**src/rtl/uart_frame_pkg.sv**
```systemverilog
// Shared framing definitions for the UART frame receiver and transmitter.
// The checksum is a mod-256 sum of LEN and the payload bytes; SYNC is excluded.
package uart_frame_pkg;

  localparam logic [7:0] SYNC_BYTE_DEFAULT = 8'hA5;

  localparam logic [2:0] ST_IDLE    = 3'd0;
  localparam logic [2:0] ST_LEN     = 3'd1;
  localparam logic [2:0] ST_PAYLOAD = 3'd2;
  localparam logic [2:0] ST_CHK     = 3'd3;
  localparam logic [2:0] ST_SEND    = 3'd4;

  typedef enum logic [2:0] {
    S_IDLE    = ST_IDLE,
    S_LEN     = ST_LEN,
    S_PAYLOAD = ST_PAYLOAD,
    S_CHK     = ST_CHK,
    S_SEND    = ST_SEND
  } state_e;

  function automatic logic [7:0] chk_add(input logic [7:0] sum, input logic [7:0] b);
    return sum + b;
  endfunction

endpackage

```
**src/rtl/uart_frame_rx.sv**
```systemverilog
// Assembles SYNC/LEN/payload/CHK frames from a byte strobe, buffers validated
// payloads and drains them on a ready/valid byte stream.
module uart_frame_rx
  import uart_frame_pkg::*;
#(
  parameter logic [7:0] SYNC_BYTE      = SYNC_BYTE_DEFAULT,
  parameter int         MAX_LEN        = 16,
  parameter int         TIMEOUT_CYCLES = 100000
) (
  input  logic       clk,
  input  logic       rst,
  input  logic [7:0] rx_data,
  input  logic       rx_valid,
  output logic [7:0] out_data,
  output logic       out_valid,
  input  logic       out_ready,
  output logic       out_last,
  output logic       frame_ok,
  output logic       err_len,
  output logic       err_chk,
  output logic       err_timeout,
  output logic       drop
);

  localparam int IW = $clog2(MAX_LEN + 1);
  localparam int AW = (MAX_LEN > 1) ? $clog2(MAX_LEN) : 1;
  localparam int TW = $clog2(TIMEOUT_CYCLES);
  localparam logic [TW-1:0] TO_LAST   = TW'(TIMEOUT_CYCLES - 1);
  localparam logic [7:0]    MAX_LEN_B = 8'(MAX_LEN);

  state_e        state_q, state_d;
  logic [IW-1:0] len_q, len_d;
  logic [IW-1:0] wr_idx_q, wr_idx_d;
  logic [IW-1:0] rd_idx_q, rd_idx_d;
  logic [7:0]    sum_q, sum_d;
  logic [TW-1:0] tmo_q, tmo_d;
  logic          out_valid_q, out_valid_d;
  logic          frame_ok_q, frame_ok_d;
  logic          err_len_q, err_len_d;
  logic          err_chk_q, err_chk_d;
  logic          err_timeout_q, err_timeout_d;
  logic          drop_q, drop_d;
  logic          buf_we;
  logic          rd_last;
  logic [7:0]    pbuf_q [MAX_LEN];

  assign rd_last     = (rd_idx_q == len_q - IW'(1));
  // Gate on valid so the undefined buffer never leaks out after reset.
  assign out_data    = out_valid_q ? pbuf_q[rd_idx_q[AW-1:0]] : 8'h00;
  assign out_last    = out_valid_q && rd_last;
  assign out_valid   = out_valid_q;
  assign frame_ok    = frame_ok_q;
  assign err_len     = err_len_q;
  assign err_chk     = err_chk_q;
  assign err_timeout = err_timeout_q;
  assign drop        = drop_q;

  always_comb begin
    state_d       = state_q;
    len_d         = len_q;
    wr_idx_d      = wr_idx_q;
    rd_idx_d      = rd_idx_q;
    sum_d         = sum_q;
    tmo_d         = tmo_q;
    out_valid_d   = out_valid_q;
    frame_ok_d    = 1'b0;
    err_len_d     = 1'b0;
    err_chk_d     = 1'b0;
    err_timeout_d = 1'b0;
    drop_d        = 1'b0;
    buf_we        = 1'b0;
    case (state_q)
      S_IDLE: begin
        if (rx_valid && rx_data == SYNC_BYTE) begin
          state_d = S_LEN;
          tmo_d   = '0;
        end
      end
      S_LEN, S_PAYLOAD, S_CHK: begin
        if (!rx_valid) begin
          if (tmo_q == TO_LAST) begin
            err_timeout_d = 1'b1;
            state_d       = S_IDLE;
            tmo_d         = '0;
          end else begin
            tmo_d = tmo_q + TW'(1);
          end
        end else begin
          tmo_d = '0;
          case (state_q)
            S_LEN: begin
              if (rx_data != 8'd0 && rx_data <= MAX_LEN_B) begin
                len_d    = rx_data[IW-1:0];
                sum_d    = rx_data;
                wr_idx_d = '0;
                state_d  = S_PAYLOAD;
              end else begin
                err_len_d = 1'b1;
                state_d   = S_IDLE;
              end
            end
            S_PAYLOAD: begin
              buf_we   = 1'b1;
              wr_idx_d = wr_idx_q + IW'(1);
              sum_d    = chk_add(sum_q, rx_data);
              if (wr_idx_q == len_q - IW'(1)) state_d = S_CHK;
            end
            default: begin
              if (rx_data == sum_q) begin
                frame_ok_d  = 1'b1;
                rd_idx_d    = '0;
                out_valid_d = 1'b1;
                state_d     = S_SEND;
              end else begin
                err_chk_d = 1'b1;
                state_d   = S_IDLE;
              end
            end
          endcase
        end
      end
      S_SEND: begin
        // Bytes arriving while draining are lost, never parsed as SYNC.
        if (rx_valid) drop_d = 1'b1;
        if (out_ready) begin
          if (rd_last) begin
            out_valid_d = 1'b0;
            rd_idx_d    = '0;
            state_d     = S_IDLE;
          end else begin
            rd_idx_d = rd_idx_q + IW'(1);
          end
        end
      end
      default: state_d = S_IDLE;
    endcase
  end

  always_ff @(posedge clk or posedge rst) begin
    if (rst) begin
      state_q       <= S_IDLE;
      len_q         <= '0;
      wr_idx_q      <= '0;
      rd_idx_q      <= '0;
      sum_q         <= '0;
      tmo_q         <= '0;
      out_valid_q   <= 1'b0;
      frame_ok_q    <= 1'b0;
      err_len_q     <= 1'b0;
      err_chk_q     <= 1'b0;
      err_timeout_q <= 1'b0;
      drop_q        <= 1'b0;
    end else begin
      state_q       <= state_d;
      len_q         <= len_d;
      wr_idx_q      <= wr_idx_d;
      rd_idx_q      <= rd_idx_d;
      sum_q         <= sum_d;
      tmo_q         <= tmo_d;
      out_valid_q   <= out_valid_d;
      frame_ok_q    <= frame_ok_d;
      err_len_q     <= err_len_d;
      err_chk_q     <= err_chk_d;
      err_timeout_q <= err_timeout_d;
      drop_q        <= drop_d;
    end
  end

  always_ff @(posedge clk) begin
    if (buf_we) pbuf_q[wr_idx_q[AW-1:0]] <= rx_data;
  end

endmodule

```
**config.mk**
```make
export PLATFORM = sky130hd
export DESIGN_NAME = uart_frame_rx
export DESIGN_NICKNAME = d
export VERILOG_FILES = /design/src/rtl/uart_frame_pkg.sv /design/src/rtl/uart_frame_rx.sv
export SDC_FILE = /design/constraint.sdc
export NUM_CORES = 1
export LEC_CHECK = 0
export CORE_ASPECT_RATIO = 2
export CORE_MARGIN = 2
export CORE_UTILIZATION = 55
export DETAILED_ROUTE_END_ITERATION = 7
export MAX_ROUTING_LAYER = met4
export PLACE_DENSITY = 0.73
export SLEW_MARGIN = 20
export SYNTH_ARGS = -nofsm -noshare
export SYNTH_HDL_FRONTEND = slang
export SYNTH_SLANG_ARGS = --single-unit
```
**constraint.sdc**
```tcl
create_clock -name clk -period 2.5 [get_ports clk]
set_input_delay 0.375 -clock clk [delete_from_list [all_inputs] [get_ports clk]]
set_output_delay 0.375 -clock clk [all_outputs]
set_load 0.01 [all_outputs]
```
# After elaboration in Yosys (flattened, before gate mapping)
# Memories as Yosys holds them, arrays and structs flattened.
# Cells that the tools add are included.
[classes]
n_eq_ne = 18
magnitude_cmp = 1
reduce_logical = 16
add_sub_neg = 5
n_mux = 53
[ops]
columns = ["op", "n"]
rows = [
  ["17-bit 2-to-1 mux", 3],
  ["17-bit one-hot mux with 2 select lines", 1],
  ["5-bit 2-to-1 mux", 6],
  ["1-bit 2-to-1 mux", 27],
  ["3-bit 2-to-1 mux", 7],
  ["5-bit one-hot mux with 2 select lines", 2],
  ["17-bit by 1-bit adder with 17-bit output (second input constant)", 1],
  ["17-bit == test (second input constant)", 1],
  ["8-bit 2-to-1 mux", 2],
  ["8-bit one-hot mux with 2 select lines", 1],
  ["2-bit != test (second input constant)", 7],
  ["5-bit by 1-bit adder with 5-bit output (second input constant)", 2],
  ["5-bit == test", 2],
  ["5-bit AND reduction", 2],
  ["3-bit one-hot mux with 3 select lines", 1],
  ["8-bit adder", 1],
  ["8-bit == test", 1],
  ["8-bit == test (second input constant)", 1],
  ["8-bit by 5-bit <= comparator with 1-bit output (second input constant)", 1],
  ["4-bit AND reduction", 2],
  ["8-bit nonzero test", 1],
  ["3-bit by 2-bit == test with 1-bit output (second input constant)", 2],
  ["3-bit one-hot mux with 2 select lines", 1],
  ["6-bit AND reduction", 1],
  ["13 further kinds", 17],
]
[totals]
reg_bits = 49
n_memories = 1
output_inout_bits = 15
input_bits = 12
word_cells = 106
ramBits = 128
[memory_table]
columns = ["memory", "depth", "width", "read_ports", "rd_ports_with_merged_regs", "wr", "line", "source"]
rows = [
  ["pbuf_q", 16, 8, 1, 0, 1, "uart_frame_rx.sv:45", "logic [7:0] pbuf_q [MAX_LEN];"],
]

# Logic depth before layout (Yosys ltp)
# Gate-level depths: netlist (run 1).
[logic_depth]
word_depth = 6
mapped_depth = 9
mapped_depth_nobuf = 9

# Least setup slack after synthesis (run 1)
# No wires, ideal clock.
[synth_path]
kind = "reg2out"
startpoint = "reg rd_idx_q[0]"
endpoint = "out out_data[0]"
path_buffers = 2
path_slack_ps = 292
path_stages_with_launch = 6
arrival_time_ps = 1833
required_time_ps = 2125
cell_sequence = "dfrtp_1 -> buf_6 -> buf_4 -> mux4_2 -> mux4_2 -> and2_1"
[synth_via]
elab_chain_len = 2
[synth_rtl]
columns = ["element", "line", "source"]
rows = [
  ["from (decl)", "uart_frame_rx.sv:34", "logic [IW-1:0] rd_idx_q, rd_idx_d;"],
  ["from (signal assigned)", "uart_frame_rx.sv:157", "rd_idx_q <= rd_idx_d;"],
  ["memory read 16 x 8 bit", "n/a", ""],
  ["8-bit 2-to-1 mux", "uart_frame_rx.sv:49", "assign out_data = out_valid_q ? pbuf_q[rd_idx_q[AW-1:0]] : 8'h00;"],
  ["to (decl)", "uart_frame_rx.sv:14", "output logic [7:0] out_data,"],
]
# Every way passes these cells.

# Worst setup path after layout (run 1)
[layout_path]
startpoint = "reg rd_idx_q[0]"
endpoint = "out out_data[6]"
# Same word-level chain as after synthesis.

==> impl_metrics.tcl, run 1 <==
set metrics [dict create \
    r2r_slack_ns 0.26 \
    pre_cts_slack_ns -0.2847 \
    max_slew_margin_pct 55.97 \
    core_area_um2 14270 \
    critPathCaptureType "primary output" \
    setup_violations 8 \
    gr-total-overflow 0 \
    violations "negative setup slack" \
    synth_compound_area_share_pct 6.054 \
    clockBufferDepth 2 \
    fin_skew_ns 0.01034 \
    synth-edff-count 128 \
    synth-seq-area-share_pct 63.72 \
    fillers 1031 \
    drt-total-wl_mm 18.34 \
    dr_total_vias 4872 \
    rsz0062_at_grt "yes" \
    power.leakage_nw 3.592 \
    vias_per_cell 5.814 \
    crit_type "flop to primary output" \
    synth-seq-cells 177 \
    die_w_um 89.05 \
    drc 0 \
    cpLargestDelayFamily "multiplexers" \
    pin_count 27 \
    routedWlPerCell_um 21.88 \
    synth_top_family_by_area "multiplexers" \
    grt_max_degree 34 \
    synth_area_um2 7956 \
    grt_pass1_vias 5399 \
    clkSinkCount 177 \
    die_y_um 174.1 \
    gp_congestion 0.9012 \
    worstReg2RegStart "len_q[1]" \
    drv_cap 0 \
    cp.required_ns 2.12 \
    muxShareOfSynthArea_pct 13.07 \
    grt_pass1_wl_mm 29.22 \
    ff_latch_area_um2 5071 \
    ys_warn_count 0 \
    antenna_found_initial 0 \
    maxClockFrequency_mhz 349.0 \
    syn_area_per_cell_um2 15.01 \
    crit_arrival_ns 2.49 \
    synth_nets 557 \
    syn2layout_area_growth_pct 22.03 \
    hold_viol 0 \
    period_needed_ns 2.865 \
    final_layout_size_suffix_gt1_share_pct 28.48 \
    drtAntennaViolNets 0 \
    p_per_area_nw_per_um2 832.3 \
    clk_latency_ns 0.43 \
    reg2regPathDepth 7 \
    cts_tree "done" \
    synth_cell_type_count 59 \
    postSynthCellCount 530 \
    path_clk_slew_ns 0.07 \
    slowest_stage "mux4_2" \
    ir_worst_vdd_mv 0.5378 \
    cts_made_buffers 17 \
    cp_common_cell "mux4_2" \
    whs_ns 0.3106 \
    synth-adder-area-share_pct 2.453 \
    holdBufCountCts 0 \
    drt-initial-drc-count 291 \
    root_buffer "clkbuf_16" \
    period_share_pct 114.6 \
    cp-start-kind "flop" \
    start_util_pct 55.74 \
    rows 62 \
    multi_input_area_um2 2760 \
    r2r-end "state_q[0]" \
    cp_max_fo 5 \
    status "finished, violations left" \
    async_flop_share_pct 27.68 \
    die_area_um2 15500 \
    tightest_slew_ns 0.6604 \
    maxSlewViolCount 0 \
    synthSimpleGateAreaFrac_pct 10.05 \
    synth_ff_type "edfxtp_1" \
    cpPeakStageDelay_ns 0.51 \
    nets 660 \
    n_antenna_cell 0 \
    io_buffer_count 26 \
    grt_usage_pct 27.07 \
    dp_hpwl_mm 13.13 \
    synth-xor-area-share_pct 2.312 \
    firstDrtPassIters 5 \
    path_buf_inv 3 \
    cts_max_level 4 \
    hold_class "primary input to asynchronous set/reset pin" \
    crit_chain "buf_12, buf_6, mux4_2, mux4_2, and2_1, buf_2" \
    layout_setup_ws_ns -0.3651 \
]
==> final cells by class <==
class,instances,share of cell area (%)
clock buffers,17,4.381
clock inverters,15,1.611
inverters,20,0.7732
multi-input cells,312,28.43
flip-flops and latches,177,52.23
well taps,192,2.474
repair buffers,105,10.10
==> report_power, final <==
group / internal [mW] / switching (mW)
clock network: 1.48 / 1.12
logic: 1.01 / 0.960
registers: 3.31 / 0.192
==> cells in the final DEF (no fill, tap or decap), types with 11 or more instances in the layout <==
cell type,n
edfxtp_1,128
buf_4,65
dfrtp_1,48
mux4_2,40
nand2_1,34
o21ai_0,33
inv_1,19
clkbuf_16,17
clkdlybuf4s50_1,17
nor2_1,16
and3_1,15
nand3_1,15
buf_6,14
ha_1,13
nand2b_1,12
xnor2_1,12
nor3_1,11
==> how the worst max path moves through the flow <==
stage	from	slack [ns]	depth (start not counted)	to
after floorplan	rd_idx_q[0]	0.29	5	out_data[0]
after global placement	rx_data[0]	-0.25	10	sum_q[6]
after detailed placement	rx_data[0]	-0.28	10	sum_q[6]
after CTS	rd_idx_q[0]	-0.39	7	out_data[6]
after global routing	rd_idx_q[0]	-0.45	6	out_data[5]
final	rd_idx_q[0]	-0.37	6	out_data[6]
==> state kept, by name, summed over array words and instances (netlist names) <==
name,count
err_timeout,1
drop,1
out_valid,1
err_chk,1
rd_idx_q,5
pbuf_q,128
state_q,3
err_len,1
len_q,5
sum_q,8
tmo_q,17
wr_idx_q,5
frame_ok,1
==> worst register-to-register path, delay by kind of cell, from the launching register on <==
kind                     cells  cell delay, ns
buffers and inverters        1            0.10
AND/OR/NAND/NOR              2            0.46
multiplexers                 1            0.33
flip-flops                   1            0.42
AO/OA/AOI/OAI                2            0.67
adder cells (fa/ha/maj)      1            0.15
==> cell usage after synthesis (3+ instances only) <==
library cell / number / area share, %
a21o_1: 4 / 0.38
buf_2: 4 / 0.25
edfxtp_1: 128 / 48
nor3_1: 12 / 0.75
and2_1: 12 / 0.94
a21oi_1: 9 / 0.57
mux2_2: 5 / 0.71
or3_1: 3 / 0.24
o31ai_1: 3 / 0.28
nor4_1: 6 / 0.47
xor2_1: 9 / 0.99
nor2_1: 16 / 0.75
mux2i_1: 6 / 0.75
nand4_1: 3 / 0.24
xnor2_1: 12 / 1.3
ha_1: 14 / 2.2
o21ai_1: 6 / 0.38
nor2b_1: 6 / 0.47
nand2b_1: 12 / 0.94
and3_1: 15 / 1.2
nor3b_1: 4 / 0.38
o21ai_0: 33 / 2.1
nand3_1: 15 / 0.94
clkbuf_1: 9 / 0.42
nand2_1: 34 / 1.6
inv_1: 20 / 0.94
dfrtp_1: 49 / 15
mux4_2: 40 / 11
buf_4: 5 / 0.47
==> per-layer routing <==
metal	part of all wire [%]	vias to the layer above	wire length (um)	track usage (%)
met4	4.2	0	770	12.69
met1	33	2456	6142	27.28
met3	2.9	39	529	5.128
met2	59	132	10900	48.45
met5	0	-	0	-
li1	-	2245	-	-
==> repair_timing <==
| item | in CTS | in global routing |
|---|---|---|
| cloned | 3 | 0 |
| pin swaps | 1 | 0 |
| gates resized for setup | 55 | 12 |
| setup buffers | 10 | 0 |
| setup endpoints to repair | 9 | 9 |
==> metrics by stage <==
step           total power [mW]  util, %  cell area [um2]  cells  setup TNS, ns
3_5_place_dp              5.339    62.49             8920    795         -6.502
6_report                  8.081    68.02             9709    838         -2.650
3_3_place_gp              5.271    62.49             8920    795         -5.042
4_1_cts                   8.097    67.92             9694    839         -2.926
5_1_grt                   8.474    68.02             9709    838         -3.279
2_1_floorplan             4.721        -             7956    530              0
==> cell families (layout without fill, tap and decap cells) <==
logic type               after synthesis  in the layout
AO/OA/AOI/OAI                         76             76
AND/OR/NAND/NOR                      147            147
XOR/XNOR                              21             21
adder cells (fa/ha/maj)               15             15
multiplexers                          53             53
buffers and inverters                 41            157
flip-flops                           177            177
Note: power is estimated with default switching activity, not from simulation.
==> run 2: changes to the inputs <==
--- a/config.mk
+++ b/config.mk
@@ -9,8 +9,9 @@
 export CORE_MARGIN = 2
 export CORE_UTILIZATION = 55
 export DETAILED_ROUTE_END_ITERATION = 7
+export DONT_BUFFER_PORTS = 1
 export MAX_ROUTING_LAYER = met4
-export PLACE_DENSITY = 0.73
+export PLACE_DENSITY = 0.7
 export SLEW_MARGIN = 20
 export SYNTH_ARGS = -nofsm -noshare
 export SYNTH_HDL_FRONTEND = slang
==> run 2 against run 1 <==
The flow still finishes with violations (negative setup slack). Worst hold slack got worse by 0.27 ns. Non-clock buffer count decreased by 65. Register-to-register slack about the same. Routed wire length decreased by 3.7%. Die area unchanged. Maximum frequency increased by 5.2%. Sequential power about the same. Combinational power decreased by 18%. Critical path depth decreased by 1. Core utilization decreased by 3.6 points. Via count decreased by 4.4%. Highest routed layer unchanged.
==> impl_metrics.tcl, run 2 (synthesis results as in run 1) <==
set metrics [dict create \
    status "finished, violations left" \
    violations "negative setup slack" \
    dp_hpwl_mm 11.72 \
    critPathCaptureType "primary output" \
    cp_max_fo 6 \
    drt-initial-drc-count 297 \
    firstDrtPassIters 4 \
    cts_made_buffers 17 \
    power_mw 8.057 \
    grt_max_degree 35 \
    p_per_area_nw_per_um2 876.9 \
    crit_arrival_ns 2.35 \
    hold_class "primary input to flop" \
    cts_tree "done" \
    grt_usage_pct 24.55 \
    clkSinkCount 177 \
    cp_common_cell "mux4_2" \
    syn2layout_area_growth_pct 15.49 \
    clk_latency_ns 0.43 \
    hold_viol 0 \
    cp.required_ns 2.12 \
    setup_violations 8 \
    period_needed_ns 2.724 \
    layout_commonest_cell "edfxtp_1" \
    ir_worst_vdd_mv 0.5303 \
    drtAntennaViolNets 0 \
    io_buffer_count 0 \
    grt_pass1_wl_mm 26.35 \
    gr-total-overflow 0 \
    most-common-layout-cells "128 x edfxtp_1, 48 x dfrtp_1, 40 x mux4_2" \
    power.leakage_nw 3.307 \
    maxClockFrequency_mhz 367.1 \
    rows 62 \
    die_w_um 89.05 \
    path_clk_slew_ns 0.07 \
    n_antenna_cell 0 \
    dr_total_vias 4656 \
    routedWlPerCell_um 22.84 \
    final_cells 773 \
    clockBufferDepth 2 \
    cts_max_level 4 \
    die_area_um2 15500 \
    drc 0 \
    start_util_pct 55.74 \
    layout_setup_ws_ns -0.2241 \
    nets 595 \
    cp-start-kind "flop" \
    r2r_slack_ns 0.25 \
    cpPeakStageDelay_ns 0.51 \
    pin_count 27 \
    final_cell_area_um2 9189 \
    maxSlewViolCount 0 \
    vias_per_cell 6.023 \
    crit_chain "buf_12, clkbuf_16, mux4_2, mux4_2, and2_4" \
    drt-total-wl_mm 17.65 \
    tightest_slew_ns 0.7894 \
    antenna_found_initial 0 \
    fin_skew_ns 0.007879 \
    grt_pass1_vias 4843 \
    gp_congestion 0.8525 \
    rsz0062_at_grt "yes" \
    core_area_um2 14270 \
    fillers 1030 \
    slowest_stage "mux4_2" \
    crit_type "flop to primary output" \
    post-route-util_pct 64.38 \
    root_buffer "clkbuf_16" \
    final_layout_size_suffix_gt1_share_pct 23.58 \
    drv_cap 0 \
    period_share_pct 109.0 \
    max_slew_margin_pct 47.37 \
    tns_ns -1.450 \
    whs_ns 0.03706 \
    largest_register_ffs 128 \
    die_y_um 174.1 \
    placed_cells 734 \
    pre_cts_slack_ns 0.2308 \
    dpl_cell_area_um2 8384 \
]
-- run 2: cell types whose count changed in the layout (fill, tap and decap cells not counted), sizes merged --
cell / before / now
clkbuf: 17 / 19
bufinv: 2 / 5
inv: 25 / 24
clkinv: 6 / 5
dlygate4sd3: 0 / 1
clkdlybuf4s50: 17 / 0
clkinvlp: 2 / 1
buf: 88 / 37
-- run 2: layout make-up --
cell class	count	area (um2)	area share (%)
Clock inverter	15	227.7	2.478
Sequential cell	177	5071	55.19
Multi-Input combinational cell	312	2763	30.07
Timing Repair Buffer	40	386.6	4.208
Inverter	20	75.07	0.8170
Tap cell	192	240.2	2.614
Clock buffer	17	425.4	4.630
-- run 2: path summary, 6_finish.rpt --
path | startpoint | to | cells past startpoint
min in group asynchronous | rst | sum_q[6] | 2
max in group asynchronous | rst | tmo_q[13] | 3
worst min register to register | sum_q[5] | sum_q[5] | 2
worst max-delay path | rd_idx_q[0] | out_data[2] | 5
worst min-delay path | rx_data[7] | pbuf_q[9][7] | 0
worst max register to register | state_q[1] | pbuf_q[6][4] | 5
-- run 2: critical path, delay by kind of cell (launching register included) --
family | cells | cell delay, ns
buffers and inverters | 2 | 0.30
flip-flops | 1 | 0.42
AND/OR/NAND/NOR | 1 | 0.19
multiplexers | 2 | 1.00
-- run 2: layer usage --
layer / global-route usage, % / wire length, um / share of wire, %
met1: 27.34 / 6239 / 35
met2: 40.80 / 10050 / 57
met3: 6.315 / 693 / 3.9
met4: 10.76 / 671 / 3.8
met5: - / 0 / 0
-- run 2: repair_timing --
item	4_1_cts	5_1_grt
hold endpoints to repair	21	0
gates cloned	0	3
endpoints found under the setup margin	8	9
pin swaps	0	1
buffers inserted	0	3
hold buffers	1	0
gates resized for setup	6	6
-- run 2: power by group --
part           switching, mW  internal (mW)  total, mW  leakage [nW]
Combinational          0.838          0.783       1.62          1.18
Sequential             0.198           3.31       3.51          1.81
Clock                   1.14           1.79       2.93         0.316
Total                   2.18           5.88       8.06          3.31
==> run 3: changes to the inputs <==
--- a/config.mk
+++ b/config.mk
@@ -5,13 +5,15 @@
 export SDC_FILE = /design/constraint.sdc
 export NUM_CORES = 1
 export LEC_CHECK = 0
+export CELL_PAD_IN_SITES_DETAIL_PLACEMENT = 0
+export CELL_PAD_IN_SITES_GLOBAL_PLACEMENT = 1
 export CORE_ASPECT_RATIO = 2
 export CORE_MARGIN = 2
-export CORE_UTILIZATION = 55
+export CORE_UTILIZATION = 54
 export DETAILED_ROUTE_END_ITERATION = 7
 export DONT_BUFFER_PORTS = 1
 export MAX_ROUTING_LAYER = met4
-export PLACE_DENSITY = 0.7
+export PLACE_DENSITY_LB_ADDON = 0.1
 export SLEW_MARGIN = 20
 export SYNTH_ARGS = -nofsm -noshare
 export SYNTH_HDL_FRONTEND = slang
==> run 3 against run 2 <==
The run still ends with negative setup slack left. Register-to-register slack worse by 0.09 ns. Via count down 2.9%. First-iteration DRC count down 8.4%.
==> impl_metrics.tcl, run 3 (synthesis results as in run 1) <==
set metrics [dict create \
    status "finished, violations left" \
    violations "negative setup slack" \
    grt_pass1_wl_mm 26.80 \
    p_per_area_nw_per_um2 847.2 \
    rows 62 \
    r2r-end "rd_idx_q[0]" \
    whs_ns 0.03905 \
    period_share_pct 108.3 \
    hold_class "primary input to flop" \
    drt-total-wl_mm 17.27 \
    pin_count 27 \
    path_clk_slew_ns 0.07 \
    slowest_stage "mux4_2" \
    dr_total_vias 4519 \
    cp-start-kind "flop" \
    ir_worst_vdd_mv 0.5635 \
    tns_ns -1.405 \
    n_antenna_cell 0 \
    power.leakage_nw 3.271 \
    gp_congestion 0.8528 \
    clkSinkCount 177 \
    r2r_slack_ns 0.16 \
    worstReg2RegStart "rd_idx_q[0]" \
    drt-initial-drc-count 272 \
    grt_usage_pct 23.80 \
    drv_cap 0 \
    maxClockFrequency_mhz 369.4 \
    core_area_um2 14350 \
    crit_type "flop to primary output" \
    die_w_um 89.83 \
    rsz0062_at_grt "yes" \
    fin_skew_ns 0.009597 \
    hold_viol 0 \
    power_mw 7.721 \
    syn2layout_area_growth_pct 14.55 \
    drc 0 \
    antenna_found_initial 0 \
    reg2regPathDepth 10 \
    io_buffer_count 0 \
    most-common-layout-cells "128 x edfxtp_1, 47 x dfrtp_1, 40 x mux4_2" \
    largest_register_ffs 128 \
    clk_latency_ns 0.43 \
    routedWlPerCell_um 22.40 \
    drtAntennaViolNets 0 \
    layout_setup_ws_ns -0.2074 \
    clockBufferDepth 2 \
    grt_pass1_vias 4825 \
    vias_per_cell 5.861 \
    dp_hpwl_mm 11.76 \
    crit_arrival_ns 2.33 \
    layout_commonest_cell "edfxtp_1" \
    cp-endpoint "out_data[1]" \
    pre_cts_slack_ns 0.2639 \
    grt_max_degree 37 \
    maxSlewViolCount 0 \
    period_needed_ns 2.707 \
    crit_start "rd_idx_q[0]" \
    setup_violations 9 \
    max_slew_margin_pct 48.42 \
    die_area_um2 15780 \
    final_layout_size_suffix_gt1_share_pct 24.18 \
    crit_chain "buf_12, buf_12, mux4_2, mux4_2, and2_4" \
    cp_max_fo 5 \
    tightest_slew_ns 0.7737 \
    die_y_um 175.7 \
    gr-total-overflow 0 \
    cts_made_buffers 17 \
    cp.required_ns 2.12 \
    cts_tree "done" \
    root_buffer "clkbuf_16" \
    start_util_pct 55.44 \
    cts_max_level 4 \
    critPathCaptureType "primary output" \
    cpPeakStageDelay_ns 0.51 \
    nets 593 \
    firstDrtPassIters 4 \
]
run 3: cell types whose count changed in the layout (fill, tap and decap cells not counted), sizes merged:
cell    delta
buf        -2
bufinv     -5
clkinv     -1
inv        +6
run 3: worst max-delay path, delay by kind of cell (launching register included):
kind | cells | cell delay, ns
multiplexers | 2 | 1.00
buffers and inverters | 2 | 0.26
flip-flops | 1 | 0.44
AND/OR/NAND/NOR | 1 | 0.18
run 3: stage by stage:
step	util (%)	instance area [um2]	instances
2_1_floorplan	-	7956	530
5_1_grt	63.50	9114	771
3_3_place_gp	58.25	8359	729
3_5_place_dp	58.25	8359	729
6_report	63.50	9114	771
4_1_cts	62.95	9034	766
run 3: what timing repair did:
item | in CTS | in global routing
hold buffers | 1 | 0
hold endpoints to repair | 14 | 0
buffers inserted | 3 | 5
gates cloned | 1 | 2
pin swaps | 0 | 4
endpoints found under the setup margin | 9 | 9
resized for setup | 10 | 6
run 3: worst min path at each step:
stage	end	cells past startpoint	start
after floorplan	tmo_q[3]	1	tmo_q[3]
after global placement	tmo_q[13]	1	rst
after detailed placement	tmo_q[12]	1	rst
after CTS	pbuf_q[0][0]	0	rx_data[0]
after global routing	pbuf_q[4][3]	0	rx_data[3]
final	pbuf_q[5][6]	0	rx_data[6]
run 3: routing by layer:
metal,wire length (um),track usage [%],vias to the layer above
li1,-,-,2108
met1,6145,24.39,2308
met2,10350,45.01,86
met3,504,4.290,17
met4,265,8.590,0
met5,0,-,-
run 3: area by class of cell:
class,instances,area (um2)
well taps,192,240.2
multi-input cells,312,2765
repair buffers,38,380.4
flip-flops and latches,177,5072
clock buffers,17,425.4
inverters,20,75.07
fillers,1055,5238
clock inverters,15,155.1
run 3: report_power, final:
part	internal (mW)	switching, mW
clock network	1.34	1.25
logic	0.796	0.824
registers	3.31	0.201
total	5.45	2.28
